### config.mk
export PLATFORM = sky130hd
export DESIGN_NAME = membus_dma_initiator
export DESIGN_NICKNAME = d
export VERILOG_FILES = /design/src/rtl/membus_dma_initiator.sv
export SDC_FILE = /design/constraint.sdc
export NUM_CORES = 1
export LEC_CHECK = 0
export CAP_MARGIN = 20
export CORE_ASPECT_RATIO = 0.5
export CORE_MARGIN = 2
export CORE_UTILIZATION = 40
export DETAILED_ROUTE_END_ITERATION = 12
export PLACE_DENSITY = 0.68
export SYNTH_ARGS = -nofsm -noshare
export SYNTH_HDL_FRONTEND = slang
export SYNTH_SLANG_ARGS = --single-unit
### constraint.sdc
create_clock -name clk -period 2.2 [get_ports clk]
set_clock_uncertainty 0.15 [all_clocks]
set_input_delay 0.44 -clock clk [delete_from_list [all_inputs] [get_ports clk]]
set_output_delay 0.44 -clock clk [all_outputs]
set_load 0.02 [all_outputs]
### src/rtl/membus_dma_initiator.sv
// Word-copy DMA initiator on the PicoRV32 native memory bus.
// Optional fill mode (no reads, constant write data) via MEMBUS_DMA_FILL_EN.
module membus_dma_initiator #(
  parameter int LEN_WIDTH = 16,
  parameter int TIMEOUT   = 255
) (
  input  logic                 clk,
  input  logic                 reset,
  input  logic                 start,
  input  logic [31:0]          src_addr,
  input  logic [31:0]          dst_addr,
  input  logic [LEN_WIDTH-1:0] word_count,
`ifdef MEMBUS_DMA_FILL_EN
  input  logic                 fill,
  input  logic [31:0]          fill_value,
`endif
  output logic                 busy,
  output logic                 done,
  output logic                 error,
  output logic                 mem_valid,
  input  logic                 mem_ready,
  output logic [31:0]          mem_addr,
  output logic [31:0]          mem_wdata,
  output logic [3:0]           mem_wstrb,
  input  logic [31:0]          mem_rdata
);

  localparam int TW = (TIMEOUT < 2) ? 1 : $clog2(TIMEOUT + 1);
  localparam logic [TW-1:0] TLIM = TW'((TIMEOUT > 0) ? TIMEOUT - 1 : 0);

  typedef enum logic [1:0] {IDLE, READ, WRITE} state_t;

  state_t               state;
  logic [31:0]          src_ptr;
  logic [31:0]          dst_ptr;
  logic [LEN_WIDTH-1:0] remaining;
  logic [TW-1:0]        tcnt;
  logic                 fill_in;
  logic                 fill_q;
  logic [31:0]          fill_data;
  logic                 tm_hit;
  logic                 unused;

  assign unused = ^{src_addr[1:0], dst_addr[1:0]};

`ifdef MEMBUS_DMA_FILL_EN
  assign fill_in   = fill;
  assign fill_data = fill_value;
`else
  assign fill_in   = 1'b0;
  assign fill_data = 32'h0;
`endif

  // The cycle that completes the count without mem_ready is the abort cycle.
  assign tm_hit = (TIMEOUT != 0) && !mem_ready && (tcnt == TLIM);

  always_ff @(posedge clk) begin
    if (reset) begin
      state     <= IDLE;
      mem_valid <= 1'b0;
      mem_addr  <= 32'h0;
      mem_wdata <= 32'h0;
      mem_wstrb <= 4'h0;
      busy      <= 1'b0;
      done      <= 1'b0;
      error     <= 1'b0;
      src_ptr   <= 32'h0;
      dst_ptr   <= 32'h0;
      remaining <= '0;
      tcnt      <= '0;
      fill_q    <= 1'b0;
    end else begin
      done <= 1'b0;
      unique case (state)
        IDLE: begin
          if (start) begin
            if (word_count == '0) begin
              done <= 1'b1;
            end else begin
              src_ptr   <= {src_addr[31:2], 2'b00};
              dst_ptr   <= {dst_addr[31:2], 2'b00};
              remaining <= word_count;
              error     <= 1'b0;
              busy      <= 1'b1;
              mem_valid <= 1'b1;
              tcnt      <= '0;
              fill_q    <= fill_in;
              if (fill_in) begin
                state     <= WRITE;
                mem_addr  <= {dst_addr[31:2], 2'b00};
                mem_wdata <= fill_data;
                mem_wstrb <= 4'hF;
              end else begin
                state     <= READ;
                mem_addr  <= {src_addr[31:2], 2'b00};
                mem_wstrb <= 4'h0;
              end
            end
          end
        end
        READ: begin
          if (mem_ready) begin
            mem_wdata <= mem_rdata;
            mem_addr  <= dst_ptr;
            mem_wstrb <= 4'hF;
            tcnt      <= '0;
            state     <= WRITE;
          end else begin
            tcnt <= tcnt + 1'b1;
          end
        end
        WRITE: begin
          if (mem_ready) begin
            src_ptr   <= src_ptr + 32'd4;
            dst_ptr   <= dst_ptr + 32'd4;
            remaining <= remaining - 1'b1;
            tcnt      <= '0;
            if (remaining == LEN_WIDTH'(1)) begin
              mem_valid <= 1'b0;
              busy      <= 1'b0;
              done      <= 1'b1;
              state     <= IDLE;
            end else if (fill_q) begin
              mem_addr <= dst_ptr + 32'd4;
            end else begin
              mem_addr  <= src_ptr + 32'd4;
              mem_wstrb <= 4'h0;
              state     <= READ;
            end
          end else begin
            tcnt <= tcnt + 1'b1;
          end
        end
        default: state <= IDLE;
      endcase
      // Stalled responder: abandon the rest of the block.
      if (state != IDLE && tm_hit) begin
        mem_valid <= 1'b0;
        busy      <= 1'b0;
        done      <= 1'b1;
        error     <= 1'b1;
        state     <= IDLE;
      end
    end
  end

endmodule

; After elaboration in Yosys (flattened, before gate mapping)
; Cells that the tools add are included.
[totals]
output_inout_bits = 72
ff_bits = 161
input_bits = 116
[op_classes]
n_mux = 47
eq_ne = 11
n_reduce_logical = 20
n_addsub = 4
[op_table]
columns = op, n
row1 = 32-bit two-way mux, 9
row2 = 32-bit one-hot mux with 2 select lines, 2
row3 = 32-bit one-hot mux with 3 select lines, 1
row4 = 32-bit by 3-bit adder with 32-bit output (second input constant), 2
row5 = 16-bit two-way mux, 3
row6 = 16-bit one-hot mux with 2 select lines, 1
row7 = 8-bit two-way mux, 3
row8 = 4-bit two-way mux, 5
row9 = 16-bit by 1-bit equality test with 1-bit output (second input constant), 1
row10 = 16-bit zero test, 1
row11 = 8-bit one-hot mux with 2 select lines, 1
row12 = 16-bit by 1-bit subtractor with 16-bit output (second input constant), 1
row13 = 1-bit two-way mux, 14
row14 = 2-bit != test (second input constant), 6
row15 = 4-bit one-hot mux with 3 select lines, 1
row16 = 2-bit nonzero test, 5
row17 = 8-bit by 1-bit adder with 8-bit output (second input constant), 1
row18 = 8-bit equality test (second input constant), 1
row19 = 2-bit two-way mux, 4
row20 = 4-bit AND reduction, 2
row21 = 2-bit one-hot mux with 3 select lines, 1
row22 = 3-bit AND reduction, 2
row23 = 6-bit AND reduction, 1
row24 = 5-bit AND reduction, 1
row25 = 10 further kinds, 13

; Logic depth before layout (Yosys ltp)
; Gate-level depths: netlist (run 1).
[logic_depth]
ltp_word = 5
depth_mapped = 10

; Least setup slack after synthesis (run 1)
; Ideal clock, no wire load.
[synth_path]
kind = flip-flop to flip-flop
from = register src_ptr[2]
to = register mem_addr[26]
path_stages_with_launch = 8
slack_ns = -0.038
period_less_slack_ns = 2.238
required_ns = 1.979
t_arrival_ns = 2.018
path_buffers = 0
setup_ns = 0.071
path_cell_list = dfxtp_1 ha_1 nand3_1 nor4_4 and4_1 o21ai_0 a311o_1 a21oi_1
[synth_via]
elab_chain_len = 4
[synth_lines]
columns = element, line
row1 = "start, declared", 34  ; logic [31:0] src_ptr;
row2 = "start signal, assigned", 80  ; src_ptr <= {src_addr[31:2], 2'b00};
row3 = "start signal, assigned", 114  ; src_ptr <= src_ptr + 32'd4;
row4 = 32-bit by 3-bit adder with 32-bit output, 126  ; mem_addr <= src_ptr + 32'd4;
row5 = 32-bit two-way mux, 118  ; if (remaining == LEN_WIDTH'(1)) begin
row6 = 32-bit two-way mux, 113  ; if (mem_ready) begin
row7 = 32-bit one-hot mux with 3 select lines, 74  ; unique case (state)
row8 = "end signal, assigned", 90  ; mem_addr <= {dst_addr[31:2], 2'b00};
row9 = "end signal, assigned", 124  ; mem_addr <= dst_ptr + 32'd4;
row10 = "end signal, assigned", 126
row11 = "end, declared", 22  ; output logic [31:0] mem_addr,
; Every way passes these cells. The select of a mux whose other input is x is not followed.
; A chain may end at the register's enable or synchronous reset.

; Worst setup path after layout (run 1)
[layout_path]
from = register remaining[10]
to = register remaining[15]
[layout_via]
elab_chain_len = 3
[layout_lines]
columns = element, line
row1 = "start, declared", 36  ; logic [LEN_WIDTH-1:0] remaining;
row2 = "start signal, assigned", 82  ; remaining <= word_count;
row3 = "start signal, assigned", 116  ; remaining <= remaining - 1'b1;
row4 = 16-bit by 1-bit subtractor with 16-bit output, 116
row5 = 16-bit two-way mux, 113
row6 = 16-bit one-hot mux with 2 select lines, 74
; Every way passes these cells. The select of a mux whose other input is x is not followed.

==> results.toml, run 1 <==
[sta]
post-route-period-util_pct = 101.7
slew_viol_final = 0
slew-limit-headroom_pct = 66.04
fin_crit_ns = 2.237
maxClockFrequency_mhz = 446.9
final_hold_viol_count = 0
setup_viol = 2
worstMarginPinSlew_ns = 0.5094
fin_ws_ns = -0.03746
fin_setup_tns_ns = -0.04156
rsz0062_at_grt = "yes"

[setup_path]
criticalPathCategory = "flip-flop to flip-flop"
rr_endpoint = "remaining[15]"
cp_slowest_cell = "or4_4"
worstPathMaxFanout = 3
crit_start = "remaining[10]"
crit-reg2reg-launch = "remaining[10]"
required_ns = 2.39
cp_cell_sequence = "or4_4 -> buf_4 -> nor3_2 -> nand2_1 -> a21oi_1 -> nor2_1 -> a2111oi_2"
start_kind = "flip-flop"
cp_top_family = "simple AND/OR/NAND/NOR gates"
critPathCapture = "remaining[15]"
critPathBufInv = 1
r2r_setup_slack_ns = -0.04
reg2regPathDepth = 7
slowest_delay_ns = 0.52
cp_num_cells = 7
crit_path_end_kind = "flip-flop"
arrival_ns = 2.43

[clock_tree]
cts_tree = "built"
htree_levels = 4
cts_sinks = 153
cts_hold_buf = 0
clock_path_buffers = 2
cts_root_buf = "clkbuf_16"
clk_latency_ns = 0.46
clk_pin_slew_worst_paths_ns = 0.06
cts_buffers = 17

[worst_hold_path]
hold_class = "primary input to flip-flop"

[pwr]
vdd_drop_max_v = 0.0007575
powerDensity_nw_per_um2 = 1340
p_leak_nw = 5.022
total_power_mw = 17.69

[synth]
synth_edf_count = 0
synth-simple-area-share_pct = 29.95
ys_ff_latch = 153
synth_top_family_by_area = "simple AND/OR/NAND/NOR gates"
yosysTopAreaCell = "dfxtp_1"
netlist_area_um2 = 8827
synth_top_area_share_pct = 34.70
synth-xor-area-share_pct = 2.778
postSynthCellCount = 1217
synth-compound-area-share_pct = 24.01
yosysWarnings = 0
yosysSeqAreaShare_pct = 34.70
synthMuxAreaShare_pct = 1.191
yosys.cell_types.count = 65
synthFlopType = "dfxtp_1"
syn_avg_cell_area_um2 = 7.253
async_reset_ff_share_pct = 0
synth_nets = 1344
yosys-top-cells-area = "dfxtp_1 (35%), nand2_1 (9.4%), a21oi_1 (7.9%)"
synth-adder-area-share_pct = 1.559

[placed_design]
dpl.hpwl_um = 21110
place_congestion = 0.8991
port_buffers = 183

[route]
final_antenna_net_count = 0
wl_per_cell_um = 17.59
routed_wirelength_um = 31540
vias = 10160
viasPerCell = 5.668
first_iter_violations = 990
drc = 0
firstDrtPassIters = 6

[global_routing]
grt_overflow = 0
grt_max_degree = 111
grt_pass1_wl_um = 47940
grt_pass1_vias = 9315
track_usage_pct = 25.71
antenna_found_initial = 2

[floorplan]
die_h_um = 109.0
start_util_pct = 40.71
coreArea_um2 = 21680
fp.dieArea_um2 = 23340
io_pins = 188
placementRows = 38
die_w_um = 214.1

[layout]
areaGrowthSynthToFinish_pct = 49.58
final_common_cell = "nand2_1"
drive_gt1_share_pct = 17.97
layout_common_cells = "nand2_1 (218), clkdlybuf4s50_1 (166), dfxtp_1 (142)"
nets = 1605

[outcome]
violations = "negative setup slack"
status = "finished, violations left"

[job]
drv_cap = 0
flip-flops by register name, summed over array words and instances (netlist names):
signal / flops
done: 1
dst_ptr: 30
error: 1
mem_addr: 31
mem_valid: 1
mem_wdata: 32
mem_wstrb: 1
remaining: 16
src_ptr: 30
state: 2
tcnt: 8
cell usage after synthesis, drive strengths merged, types with 7 or more instances:
cell type / n
a211oi: 13
a21oi: 140
a22oi: 16
a311o: 8
a31oi: 11
and2: 13
and3: 13
and4: 14
buf: 25
clkbuf: 81
dfxtp: 153
ha: 11
inv: 17
nand2: 221
nand2b: 7
nand3: 28
nand4: 33
nor2: 113
nor2b: 25
nor3: 37
nor4: 20
o211ai: 15
o21ai: 71
o22ai: 7
o31ai: 10
xnor2: 16
xor2: 12
through the flow:
| stage | hold slack (ns) | cell area (um2) | utilization, % | instances | worst slack [ns] |
|---|---|---|---|---|---|
| 5_1_grt | 0.2567 | 13200 | 60.90 | 1793 | -0.1213 |
| 3_3_place_gp | 0.2917 | 11910 | 54.91 | 1740 | -0.6842 |
| 4_1_cts | 0.2380 | 12690 | 58.52 | 1774 | -0.01920 |
| 6_report | 0.2417 | 13200 | 60.90 | 1793 | -0.03746 |
| 2_1_floorplan | 0.2944 | 8833 | - | 1217 | 0.02083 |
| 3_5_place_dp | 0.2978 | 11910 | 54.91 | 1740 | -0.7206 |
tightest hold or removal path: cells and delay by family:
kind,cells,cell delay [ns]
buffers and inverters,1,0.14
AO/OA/AOI/OAI,2,0.21
area by class of cell:
cell class,count,area [um2]
Sequential cell,153,3079
Inverter,17,66.31
Fill cell,1921,8477
Clock buffer,19,452.9
Tap cell,300,375.4
Antenna cell,2,5.005
Timing Repair Buffer,347,3471
Multi-Input combinational cell,942,5532
Clock inverter,13,222.7
how the worst min path moves through the flow:
stage                                to     startpoint  cells past startpoint
after floorplan           remaining[15]  remaining[15]                      1
after global placement    mem_wdata[31]  mem_wdata[31]                      2
after detailed placement  mem_wdata[23]  mem_wdata[23]                      2
after CTS                   src_ptr[15]          reset                      2
after global routing         src_ptr[5]          reset                      2
final                      remaining[1]  word_count[1]                      3
metal layers:
layer	global-route usage (%)	vias to the layer above	part of all wire [%]
met4	8.284	0	2.3
met3	6.611	57	8.6
met5	0	-	0
li1	-	4874	-
met1	33.55	4782	44
met2	41.95	449	46
report_power, final:
group / internal (mW) / switching, mW / leakage [nW]
Clock: 2.18 / 1.27 / 0.325
Sequential: 3.68 / 0.767 / 1.26
Combinational: 4.61 / 5.19 / 3.44
Total: 10.5 / 7.22 / 5.02
kinds of logic (layout without fill, tap and decap cells):
family	Yosys count	after routing
mux	10	10
other cells	0	2
simple gates	548	548
xor+xnor	28	28
buf+inv	123	396
flops	153	153
compound gates	344	345
fa+ha+maj	11	11
what timing repair did:
item / in CTS / in global routing
cloned: 2 / 4
gates resized for setup: 15 / 81
hold endpoints to repair: 0 / 0
buffers inserted: 0 / 13
setup endpoints to repair: 105 / 98
pin swaps: 4 / 25
(Power assumes the default switching activity.)
==> run 2, diff against run 1 <==
ABC_AREA = 1   (was unset)
PLACE_DENSITY = 0.66   (was 0.68)
REMOVE_ABC_BUFFERS = 1   (was unset)
==> run 2 against run 1 <==
The run now ends clean. Sequential share of layout area increased by 1.6 points. First-iteration DRC count decreased by 29%. Sequential cell count unchanged. Setup slack improved by 0.18 ns. Non-clock buffer count decreased by 113. Cell count increased by 16%. Fmax increased by 8.6%. Clock-buffer cell count decreased by 1. Combinational power decreased by 8.5%. Critical path depth decreased by 6. Via count increased by 1.7%. Global-route usage decreased by 1.6 points.
==> results.toml, run 2 <==
[placed_design]
port_buffers = 183
place_congestion = 0.9353
dpl.cell_count = 2050
dpl.hpwl_um = 20950

[clock_tree]
htree_levels = 4
cts_buffers = 17
clk_latency_ns = 0.45
clk_pin_slew_worst_paths_ns = 0.07
clock_path_buffers = 2
cts_tree = "built"
cts_root_buf = "clkbuf_16"
cts_sinks = 153

[global_routing]
antenna_found_initial = 1
grt_max_degree = 85
grt_overflow = 0
track_usage_pct = 24.10
grt_pass1_wl_um = 47690
grt_pass1_vias = 9882

[setup_path]
cp_top_family = "buffers and inverters"
crit_path_end_kind = "primary output"
required_ns = 1.61
reg2regPathDepth = 10
start_kind = "flip-flop"
crit-reg2reg-launch = "src_ptr[3]"
slowest_delay_ns = 0.65
critPathBufInv = 1
cp_cell_sequence = "clkdlybuf4s50_1"
arrival_ns = 1.47
crit_start = "mem_addr[1]"
cp_slowest_cell = "clkdlybuf4s50_1"
criticalPathCategory = "flip-flop to primary output"
cp_num_cells = 1
worstPathMaxFanout = 3

[layout]
final_common_cell = "nand2_1"
final_cell_count_no_fill = 2083
reg_top3 = "mem_wdata x32, mem_addr x31"
nets = 1889
areaGrowthSynthToFinish_pct = 32.06
layout_common_cells = "nand2_1 (509), nor2_1 (269), clkdlybuf4s50_1 (182)"
drive_gt1_share_pct = 6.535
largest_reg_flops = 32
largest_register = "mem_wdata"

[route]
wl_per_cell_um = 13.95
firstDrtPassIters = 5
routed_wirelength_um = 29070
first_iter_violations = 706
drc = 0
final_antenna_net_count = 0
wl_met3_um = 1439
wl_met1_um = 13810
viasPerCell = 4.964
vias = 10340
routed.top_layer = "met4"
met2WireLength_um = 13240

[synth]
async_reset_ff_share_pct = 0
synth_top_area_share_pct = 32.95
syn_avg_cell_area_um2 = 5.868
yosys.cell_types.count = 35
postSynthCellCount = 1584
yosysWarnings = 0
yosysTopAreaCell = "dfxtp_1"
netlist_area_um2 = 9295
synthTopCellsByCount = "nand2_1 (509), nor2_1 (271), dfxtp_1 (153)"
yosysSeqAreaShare_pct = 32.95
synthFlopType = "dfxtp_1"
ys_ff_latch = 153
synth.most_common_cell = "nand2_1"
yosys-top-cells-area = "dfxtp_1 (33%), nand2_1 (21%), nor2_1 (11%)"
synth_edf_count = 0

[floorplan]
die_w_um = 219.6
fp.dieArea_um2 = 24550
coreArea_um2 = 22840
die_h_um = 111.8
placementRows = 39
start_util_pct = 40.70
io_pins = 188

[sta]
fin_crit_ns = 2.060
final_hold_viol_count = 0
rsz0062_at_grt = "no"
slew_viol_final = 0
hold_ws_ns = 0.2143
worstMarginPinSlew_ns = 0.4032
slew-limit-headroom_pct = 73.12
fin_setup_tns_ns = 0
setup_viol = 0
post-route-period-util_pct = 93.64
maxClockFrequency_mhz = 485.4

[worst_hold_path]
holdPathStages = 2
hold_class = "primary input to flip-flop"
hold_path.startpoint = "reset"

[outcome]
status = "completed"

[pwr]
vdd_drop_max_v = 0.0006975
p_leak_nw = 5.248
powerDensity_nw_per_um2 = 1360

[job]
drv_cap = 0
run 2: cell count changes after synthesis, sizes merged, moves of 37 or more:
cell / delta
clkbuf: -37
o21ai: +46
nor2: +165
nand3: +67
nand2: +292
inv: +138
run 2: final timing paths:
| kind | to | slack, ns |
|---|---|---|
| worst min register to register | mem_addr[1] | 0.33 |
| worst max register to register | src_ptr[26] | 0.17 |
| worst min-delay path | remaining[6] | 0.21 |
| worst max-delay path | mem_addr[1] | 0.14 |
run 2: through the flow:
step | util (%) | instance area [um2] | power [mW] | setup slack [ns]
6_report | 53.75 | 12280 | 16.70 | 0.1400
4_1_cts | 53.62 | 12240 | 16.71 | 0.06672
2_1_floorplan | - | 8917 | 10.05 | -2.964
5_1_grt | 53.74 | 12270 | 18.13 | 0.007080
3_3_place_gp | 51.06 | 11660 | 13.53 | -0.2187
3_5_place_dp | 51.06 | 11660 | 13.69 | -0.2617
run 2: area by class of cell:
class                   instances  area (um2)
fillers                      2294       10560
multi-input cells            1201        5313
flip-flops and latches        153        3064
repair buffers                234        2347
inverters                     155       581.8
clock buffers                  18       429.2
well taps                     307       384.1
clock inverters                14       153.9
diodes                          1       2.502
run 2: per-layer routing:
layer / global-route usage [%] / vias up
li1: - / 5333
met1: 31.21 / 4693
met4: 8.680 / 0
met5: 0 / -
met2: 40.25 / 273
met3: 4.317 / 40
run 2: logic make-up (layout without fill, tap and decap cells):
family                   after synthesis  after routing  synth area share (%)
other                                  0              1                     0
AO/OA/AOI/OAI                        253            253                 14.16
XOR/XNOR                               8              8                0.7537
AND/OR/NAND/NOR                      929            929                 40.33
flip-flops                           153            153                 32.95
adder cells (fa/ha/maj)               11             11                 1.481
buffers and inverters                230            421                 10.32
run 2: where the power goes:
| group | internal, mW | switching [mW] | total, mW |
|---|---|---|---|
| Combinational | 3.52 | 5.45 | 8.97 |
| Sequential | 3.76 | 1.00 | 4.76 |
| Clock | 1.60 | 1.36 | 2.96 |
| Total | 8.88 | 7.81 | 16.7 |
run 2: what timing repair did:
item,CTS,global route
hold buffers,0,0
endpoints found under the setup margin,0,80
resized for setup,0,7
setup buffers,0,0
==> run 3, diff against run 2 <==
CORE_ASPECT_RATIO = 0.75   (was 0.5)
CORE_MARGIN = 5   (was 2)
SLEW_MARGIN = 10   (was unset)
==> run 3 against run 2 <==
Sequential power is 0.8% higher. Non-clock buffer count is 5 higher. Routed wire length is 1.7% higher. Clock power is 6% higher. Register-to-register slack hardly changed. Worst hold slack better by 0.096 ns. Utilization is 0.088 points lower. Highest routed layer unchanged. Critical path depth stayed put. Die area is 7.6% higher. Combinational power is 2% higher.
==> results.toml, run 3 (synthesized netlist as in run 2, its figures left out) <==
[clock_tree]
htree_levels = 4
cts_tree = "built"
cts_buffers = 17
postCtsSetupRepairBufs = 0
clk_latency_ns = 0.43
clock_path_buffers = 2
cts_sinks = 153
cts_root_buf = "clkbuf_16"
clk_pin_slew_worst_paths_ns = 0.07

[setup_path]
arrival_ns = 1.50
crit-reg2reg-launch = "dst_ptr[3]"
cp_num_cells = 1
crit_path_end_kind = "primary output"
r2r_setup_slack_ns = 0.18
reg2regPathDepth = 10
worstPathMaxFanout = 5
crit_start = "mem_wstrb[2]"
cp_cell_sequence = "clkdlybuf4s50_1"
rr_endpoint = "dst_ptr[18]"
start_kind = "flip-flop"
critPathBufInv = 1
slowest_delay_ns = 0.65
required_ns = 1.61
cp_slowest_cell = "clkdlybuf4s50_1"
criticalPathCategory = "flip-flop to primary output"
cp_top_family = "buffers and inverters"
critPathCapture = "mem_wstrb[2]"

[layout]
final_common_cell = "nand2_1"
reg_top3 = "mem_wdata x32, mem_addr x31"
drive_gt1_share_pct = 7.135
areaGrowthSynthToFinish_pct = 32.45
fin_area_um2 = 12310
final_cell_count_no_fill = 2080
nets = 1894
largest_reg_flops = 32
largest_register = "mem_wdata"
antenna_cells = 0
fin_util_pct = 53.66
layout_common_cells = "nand2_1 (507), nor2_1 (266), clkdlybuf4s50_1 (182)"

[worst_hold_path]
hold_class = "flip-flop to flip-flop"

[route]
first_iter_violations = 819
wl_per_cell_um = 14.22
vias = 10290
routed_wirelength_um = 29570
viasPerCell = 4.949
drc = 0
final_antenna_net_count = 0
firstDrtPassIters = 6

[pwr]
clockPowerShare_pct = 18.4
total_power_mw = 17.06
vdd_drop_max_v = 0.0008254
p_leak_nw = 5.275
swShare_pct = 46.59
combPwrFrac_pct = 53.4
seqPwrFrac_pct = 28.1
cell_internal_pwr_mw = 9.112
powerDensity_nw_per_um2 = 1386
switching_power_mw = 7.947

[sta]
slew-limit-headroom_pct = 73.19
final_hold_viol_count = 0
setup_viol = 0
maxClockFrequency_mhz = 478.6
rsz0062_at_grt = "no"
fin_ws_ns = 0.1107
fin_setup_tns_ns = 0
post-route-period-util_pct = 94.97
worstMarginPinSlew_ns = 0.4022
slew_viol_final = 0
fin_crit_ns = 2.089
hold_ws_ns = 0.3108

[global_routing]
grt_pass1_vias = 9344
grt_overflow = 0
antenna_found_initial = 0
grt_max_degree = 86
grt_pass1_wl_um = 47250
track_usage_pct = 21.95

[floorplan]
io_pins = 188
fp.dieArea_um2 = 26420
start_util_pct = 40.52
die_w_um = 186.0
coreArea_um2 = 22940
placementRows = 48
die_h_um = 142.0

[placed_design]
port_buffers = 183
dpl_cell_area_um2 = 11650
place_ws_ns = -0.3852
place_congestion = 0.9304
dpl.cell_count = 2048
dpl.hpwl_um = 22000

[outcome]
status = "completed"

[job]
drv_cap = 0
## run 3: how the worst min path moves through the flow
stage                        startpoint       endpoint  slack [ns]  depth (start not counted)
after floorplan           remaining[13]  remaining[13]        0.30                          2
after global placement      mem_addr[1]    mem_addr[1]        0.30                          2
after detailed placement    mem_addr[1]    mem_addr[1]        0.30                          2
after CTS                   mem_addr[1]    mem_addr[1]        0.31                          2
after global routing              error          error        0.34                          2
final                       mem_addr[1]    mem_addr[1]        0.31                          2
## run 3: final cells by class
cell class / count / area, um2
Fill cell: 2377 / 10630
Inverter: 155 / 586.8
Timing Repair Buffer: 239 / 2359
Tap cell: 300 / 375.4
Multi-Input combinational cell: 1201 / 5315
Clock inverter: 15 / 186.4
Clock buffer: 17 / 425.4
Sequential cell: 153 / 3064
## run 3: power groups by stage
stage          clock network, mW  registers (mW)  logic [mW]
2_1_floorplan                  0            5.01        5.03
3_5_place_dp                   0            4.81        8.92
3_3_place_gp                   0            4.78        8.83
5_1_grt                     3.32            4.93        10.2
6_report                    3.15            4.80        9.12
4_1_cts                     3.21            4.75        8.98
## run 3: worst min-delay path: cells and delay by family (launching register included)
family / cells / cell delay (ns)
and+or+nand+nor: 2 / 0.10
DFF: 1 / 0.32
## run 3: repair_timing
action                                  4_1_cts  5_1_grt
endpoints found under the setup margin       14      103
resized for setup                             1       15
hold buffers                                  0        0
## run 3: per-layer routing
| layer | track usage, % | routed length (um) | up-vias |
|---|---|---|---|
| li1 | - | - | 5339 |
| met1 | 31.87 | 14150 | 4615 |
| met2 | 33.36 | 12840 | 313 |
| met3 | 4.778 | 2179 | 27 |
| met4 | 5.328 | 393 | 0 |
| met5 | 0 | 0 | - |
